$ cat src/rtl/irq_pkg.sv
// Shared types and register map for the interrupt controller.
package irq_pkg;

  typedef enum logic [1:0] {
    IDLE = 2'd0,
    REQ  = 2'd1,
    SERV = 2'd2
  } irq_state_e;

  localparam logic [3:0] PEND_OFS = 4'h0;
  localparam logic [3:0] MASK_OFS = 4'h4;
  localparam logic [3:0] ID_OFS   = 4'h8;

  localparam int unsigned NIRQ_DEF = 6;

  // Word offset inside the 16-byte window; byte lane bits are dropped.
  function automatic logic [3:0] reg_ofs(input logic [1:0] word);
    return {word, 2'b00};
  endfunction

endpackage

$ cat src/rtl/irq_prio_enc.sv
// Lowest-index-wins priority encoder, purely combinational.
module irq_prio_enc #(
  parameter int unsigned N    = 6,
  parameter int unsigned IdxW = 3
) (
  input  logic [N-1:0]    req,
  output logic [IdxW-1:0] idx,
  output logic            valid
);

  // Scan from the top down so the lowest set bit is the last write.
  always_comb begin
    idx   = '0;
    valid = 1'b0;
    for (int i = int'(N) - 1; i >= 0; i--) begin
      if (req[i]) begin
        idx   = IdxW'(i);
        valid = 1'b1;
      end
    end
  end

endmodule

$ cat src/rtl/irq_ctrl.sv
// MIPS-style interrupt controller: pending/mask registers, request FSM, serviced-line capture.
// Define IRQ_EDGE_EN for edge-triggered PEND with write-1-to-clear; default is level mode.
module irq_ctrl
  import irq_pkg::*;
#(
  parameter int unsigned NIRQ = NIRQ_DEF,
  parameter logic [31:0] BASE = 32'h0000_7f20
) (
  input  logic            clk,
  input  logic            reset,
  input  logic [NIRQ-1:0] hw_irq,
  input  logic [NIRQ-1:0] im,
  input  logic            ie,
  input  logic            exl,
  input  logic            exl_set,
  input  logic            exl_clr,
  input  logic [31:0]     dev_addr,
  input  logic            dev_wen,
  input  logic [31:0]     dev_wdata,
  output logic [31:0]     dev_rdata,
  output logic            int_req,
  output logic [2:0]      int_id,
  output logic [NIRQ-1:0] ip
);

  irq_state_e      state_q, state_d;
  logic [NIRQ-1:0] pend_q, pend_d;
  logic [NIRQ-1:0] mask_q, mask_d;
  logic [2:0]      int_id_q, int_id_d;
  logic            int_req_q;

  logic            win_hit;
  logic [3:0]      ofs;
  logic            wr_pend, wr_mask;
  logic [NIRQ-1:0] qual;
  logic            any_qual;
  logic [2:0]      enc_idx;
  logic            enc_valid;

  assign win_hit = (dev_addr[31:4] == BASE[31:4]);
  assign ofs     = reg_ofs(dev_addr[3:2]);
  assign wr_pend = dev_wen && win_hit && (ofs == PEND_OFS);
  assign wr_mask = dev_wen && win_hit && (ofs == MASK_OFS);

  logic unused_bits;
  assign unused_bits = ^{dev_wdata[31:NIRQ], dev_addr[1:0], wr_pend};

  // ---------------------------------------------------------------------------
  // Pending register
  // ---------------------------------------------------------------------------
`ifdef IRQ_EDGE_EN
  logic [NIRQ-1:0] hist_q;
  logic [NIRQ-1:0] pend_w1c;

  always_ff @(posedge clk or posedge reset) begin
    if (reset) hist_q <= '0;
    else       hist_q <= hw_irq;
  end

  assign pend_w1c = wr_pend ? dev_wdata[NIRQ-1:0] : '0;
  // A rising edge in the same cycle as a clear keeps the bit set.
  assign pend_d   = (pend_q & ~pend_w1c) | (hw_irq & ~hist_q);
`else
  assign pend_d = hw_irq;
`endif

  assign mask_d = wr_mask ? dev_wdata[NIRQ-1:0] : mask_q;

  always_ff @(posedge clk or posedge reset) begin
    if (reset) begin
      pend_q <= '0;
      mask_q <= '1;
    end else begin
      pend_q <= pend_d;
      mask_q <= mask_d;
    end
  end

  // ---------------------------------------------------------------------------
  // Qualification and priority
  // ---------------------------------------------------------------------------
  assign qual     = pend_q & mask_q & im;
  assign any_qual = (|qual) && ie && !exl;

  irq_prio_enc #(
    .N    (NIRQ),
    .IdxW (3)
  ) u_prio_enc (
    .req   (qual),
    .idx   (enc_idx),
    .valid (enc_valid)
  );

  // ---------------------------------------------------------------------------
  // Request FSM
  // ---------------------------------------------------------------------------
  always_comb begin
    state_d  = state_q;
    int_id_d = int_id_q;
    case (state_q)
      IDLE: begin
        if (any_qual) state_d = REQ;
      end
      REQ: begin
        // exl_set takes priority over a dropped request and over exl_clr.
        if (exl_set) begin
          state_d  = SERV;
          int_id_d = enc_valid ? enc_idx : 3'd0;
        end else if (!any_qual) begin
          state_d = IDLE;
        end
      end
      SERV: begin
        if (exl_clr) state_d = IDLE;
      end
      default: state_d = IDLE;
    endcase
  end

  always_ff @(posedge clk or posedge reset) begin
    if (reset) begin
      state_q   <= IDLE;
      int_id_q  <= 3'd0;
      int_req_q <= 1'b0;
    end else begin
      state_q   <= state_d;
      int_id_q  <= int_id_d;
      int_req_q <= (state_d == REQ);
    end
  end

  // ---------------------------------------------------------------------------
  // Outputs and register readback
  // ---------------------------------------------------------------------------
  assign int_req = int_req_q;
  assign int_id  = int_id_q;
  assign ip      = pend_q;

  always_comb begin
    dev_rdata = 32'd0;
    if (win_hit) begin
      case (ofs)
        PEND_OFS: dev_rdata = 32'(pend_q);
        MASK_OFS: dev_rdata = 32'(mask_q);
        ID_OFS:   dev_rdata = {29'd0, int_id_q};
        default:  dev_rdata = 32'd0;
      endcase
    end
  end

endmodule
$ cat config.mk
export PLATFORM = sky130hd
export DESIGN_NAME = irq_ctrl
export DESIGN_NICKNAME = d
export VERILOG_FILES = /design/src/rtl/irq_pkg.sv /design/src/rtl/irq_prio_enc.sv /design/src/rtl/irq_ctrl.sv
export SDC_FILE = /design/constraint.sdc
export NUM_CORES = 1
export LEC_CHECK = 0
export BUFFER_PORTS_ARGS = -buffer_cell sky130_fd_sc_hd__buf_2
export CAP_MARGIN = 25
export CORE_UTILIZATION = 36
export DETAILED_ROUTE_END_ITERATION = 6
export PLACE_DENSITY = 0.91
export SETUP_SLACK_MARGIN = 0.4
export SLEW_MARGIN = 20
export SYNTH_ARGS = -nofsm -noshare
export SYNTH_HDL_FRONTEND = slang
export SYNTH_SLANG_ARGS = --single-unit
$ cat constraint.sdc
create_clock -name clk -period 2.8 [get_ports clk]
set_input_delay 0.14 -clock clk [delete_from_list [all_inputs] [get_ports clk]]
set_output_delay 0.14 -clock clk [all_outputs]
set_load 0.01 [all_outputs]
# Word level (Yosys, flattened, before mapping)
# Index checks and enable logic that the tools add are counted.
dict set report classes {
  eq_ne 6
  n_mux 20
  n_bitwise 2
  n_reduce_logical 9
}
# op count
set ops {}
lappend ops {{$eq A28 B11 Y1 const B} 1}
lappend ops {{$mux W3} 7}
lappend ops {{$pmux W6 S3} 1}
lappend ops {{$and A6 B6 Y6} 2}
lappend ops {{$mux W2} 4}
lappend ops {{$eq A2 B1 Y1 const B} 3}
lappend ops {{$mux W1} 6}
lappend ops {{$mux W6} 1}
lappend ops {{$pmux W2 S3} 1}
lappend ops {{$reduce_or A6 Y1} 1}
lappend ops {{$eq A2 B2 Y1 const B} 2}
lappend ops {{$logic_and A1 B1 Y1} 4}
lappend ops {{$logic_not A4 Y1} 1}
lappend ops {{$logic_not A2 Y1} 1}
lappend ops {{$reduce_and A2 Y1} 1}
lappend ops {{$logic_not A1 Y1} 1}
dict set report totals {
  ff_bits 18
  out_inout_bits 42
}

# Longest topological paths before layout
dict set report depth {
  depth_word 9
  mapped_depth 5
  ltp_nobuf 4
}

# Modules after synthesis
# Synthesis repeated with hierarchy kept, for this count alone.
dict set report hier_totals {
  cells_unflattened 122
  hier_area_um2 1166.1
}
# mod n_inst cells_per_inst area_each_um2 seq_area_each_um2
set modules_own_cells {}
lappend modules_own_cells {irq_ctrl 1 112 1108.6 457.9}
lappend modules_own_cells {irq_prio_enc 1 10 57.6 0.0}

# Least setup slack after synthesis
# OpenSTA, ideal clock, no wires.
dict set report synth_path {
  kind {input port to output port}
  from {in dev_addr[17]}
  to {out dev_rdata[3]}
  arrival_time_ns 1.323
  t_required_ns 2.660
  setup_slack_ns 1.337
  cell_stages 5
  n_path_buf 1
  cell_sequence {nor4b_2 -> nand4_1 -> or2_2 -> clkbuf_1 -> nor3_1}
}
dict set report synth_between {
  elab_chain_cells 2
}
# item line_no
set synth_rtl {}
lappend synth_rtl {{start, declared} irq_ctrl.sv:17} ;# input logic [31:0] dev_addr,
lappend synth_rtl {{$eq A28 B11 Y1} irq_ctrl.sv:40} ;# assign win_hit = (dev_addr[31:4] == BASE[31:4]);
lappend synth_rtl {{$mux W6} irq_ctrl.sv:141} ;# if (win_hit) begin
lappend synth_rtl {{end, declared} irq_ctrl.sv:20} ;# output logic [31:0] dev_rdata,
# Every way passes these cells.

# Final worst setup path
dict set report layout_path {
  from {in dev_addr[19]}
  to {out dev_rdata[5]}
}
# Same word-level chain as after synthesis.

==> results.md <==
* Outcome: finished, violations left
* Failing checks: DRC
* Startpoint Class: input pin
* Slew margin rel. at 57.8%
* Post-DP HPWL at 2090 um
* YS warnings at 0
* Top post-synthesis cells by area: dfrtp_1 27%, buf_4 17%, dfstp_2 14%
* Post-Syn Area at 1120 um2
* H-tree Lvls at 1
* Vias in the first global route at 897
* Final nets at 274
* Fraction of layout cells with a size suffix above 1 at 47.4%
* Fin crit share at 57.6%
* Die Span X at 57.8 um
* Area Overhead vs Synth at 33.2%
* Via count at 1,027
* Syn Inst Count at 113
* Worst Path Required at 2.66 ns
* Critical Path End Type: primary output
* Lkg Pwr at 0.798 nW
* Clk slew on worst S/H paths at 0.10 ns
* Num rows at 19
* Number of setup buffers added after CTS at 0
* Critical Path, Cell by Cell: buf_2 > nor4_1 > nand3_1 > or2_2 > nor3_1 > buf_2
* Port Buffer Count at 70
* Die area at 3340 um2
* Final setup TNS at 0 ns
* Seq/Total Area, Yosys at 40.9%
* Post-synth top area cell: dfrtp_1
* Vias per cell at 4.65
* First-pass GRT wire length at 3620 um
* Worst Max-Slew Pin Slew at 0.632 ns
* First-pass detailed-route iteration total at 7
* Placer Congestion at 0.829
* Largest net degree at the start of global routing at 19
* Clock Path Buffers at 2
* Slowest cell on crit path: or2_2
* Minimum clock period at 1.61 ns
* WL final at 2480 um
* Starting Density at 39.3%
* CP max stage delay at 0.38 ns
* Area share of the largest cell type after synthesis at 26.8%
* Syn Area/Cell at 9.91 um2
* CTS Buf Count at 3
* CP dominant cell by count: buf_2
* Yosys cell types at 30
* Die Height at 57.8 um
* Dpl cell area at 1400 um2
* Grt ovf at 0
* Fin. max-slew vios at 0
* Hold_buf cts at 7
* Power per standard cell area at 324 nW/um2
* Hold Crit Class: in -> reg
* RSZ-0062 raised after global routing: false
* Overall Global Routing Usage at 14.4%
* Design Area, Final at 1490 um2
* CP top delay family: simple AND/OR/NAND/NOR gates
* # setup viols final at 0
* CTS tree: done
* Root Buffer: clkbuf_4
* Crit path max fanout at 6
* Worst EP arrival at 1.47 ns
* Buf+Inv Stages, Crit Path at 2
* Maximum VDD drop at 322 uV
* Post-DR wirelength/cell at 11.2 um
* Hold Violations, Final at 0
* Clk_skew at 0.00636 ns
* Clock Latency Late Sink at 0.28 ns
* Max cap viols at 0
* CTS Sinks at 18
* Antenna Violating Nets Remaining at 0
* Fmax at 620 MHz
* Core Box Area at 2850 um2
* Antenna Cells at 0
* I/O pin count at 125
* DRC at 9
* Yosys reg bits at 18
* Cts repair resizes at 0
* Initial drt markers at 19
* Initial antenna violation count at 0
* WS Path Type: in -> out
==> synth_stat cells <==
cell type,n
and3_1,1
o31ai_1,1
or2_2,1
nand4_1,2
and4bb_2,2
mux2_2,6
nand3_1,7
and4b_1,1
nor2_1,7
buf_4,26
clkbuf_1,2
nand3b_1,1
dfstp_2,6
a21oi_1,3
nor4_1,3
nor2b_1,2
o21ai_0,3
a2111oi_0,2
a31oi_1,1
nand2b_1,2
mux2i_1,6
nor3_1,3
nor4b_2,1
a21boi_0,1
dfrtp_1,12
nand2_1,7
nor4_4,1
buf_2,1
inv_1,1
conb_1,1
==> cell usage in the layout (no fill, tap or decap), types with 2 or more instances in the layout <==
cell type      netlist  layout
dfstp_2              6       6
nand2_1              7       7
nand2b_1             2       2
nand4_1              2       2
mux2_2               6       6
dfrtp_1             12      12
clkbuf_4             0       3
nor4_1               3       3
nand3_1              7       7
mux2i_1              6       6
and4bb_2             2       2
nor2_1               7       7
dlygate4sd3_1        0       7
a2111oi_0            2       2
nor3_1               3       3
nor2b_1              2       2
o21ai_0              3       3
a21oi_1              3       3
buf_2                1      70
conb_1               1      26
==> report_power, final <==
group | switching (W) | internal, W | leakage (nW)
clock | 0.0000713 | 0.0000552 | 0.0150
combinational | 0.0000447 | 0.0000430 | 0.567
sequential | 0.00000358 | 0.000265 | 0.216
==> worst paths after layout <==
path / slack [ns] / cells past startpoint / to / from
setup / recovery: 1.19 / 6 / dev_rdata[5] / dev_addr[19]
hold / removal: 0.07 / 2 / int_req / exl_set
setup reg to reg: 1.39 / 4 / state_q[0] / mask_q[4]
hold reg to reg: 0.49 / 1 / int_req / state_q[1]
max in group asynchronous: 1.92 / 3 / ip[3] / reset
min in group asynchronous: 0.47 / 3 / ip[0] / reset
==> per-stage QoR <==
step / std cells / total power [W] / hold slack, ns / worst slack, ns / util, %
after global routing: 221 / 0.000514 / 0.0631 / 1.05 / 52.3
after global placement: 210 / 0.000352 / 0.248 / 1.09 / 48.9
after detailed placement: 210 / 0.000354 / 0.249 / 1.07 / 48.9
after CTS: 221 / 0.000490 / 0.0548 / 1.13 / 52.3
final: 221 / 0.000483 / 0.0698 / 1.19 / 52.3
after floorplan: 138 / 0.000336 / 0.0742 / 1.34 / -
==> layer usage <==
metal	vias up	track usage [%]	routed length, um
met5	-	0	0
met4	0	6.46	13
met3	2	1.56	222
met2	59	28.7	1400
met1	466	14.8	837
li1	500	-	-
==> registers in the layout, summed over array words and instances, names as in the netlist <==
| signal | flops |
|---|---|
| state_q | 2 |
| mask_q | 6 |
| int_req | 1 |
| ip | 6 |
| int_id | 3 |
==> final cells by class <==
type                            count  area [um2]
Inverter                            1        3.75
Sequential cell                    18         458
Timing Repair Buffer               77         420
Fill cell                         264        1360
Tap cell                           31        38.8
Clock buffer                        4        26.3
Multi-Input combinational cell     90         544
==> cells by family after synthesis <==
logic type      count (synthesis)  share of synthesized area (%)
simple gates                   41                           22.3
mux                            12                           11.4
compound gates                 11                           6.15
buf+inv                        30                           18.9
other cells                     1                          0.335
flops                          18                           40.9
No activity file was read; power rests on OpenSTA's default activity.
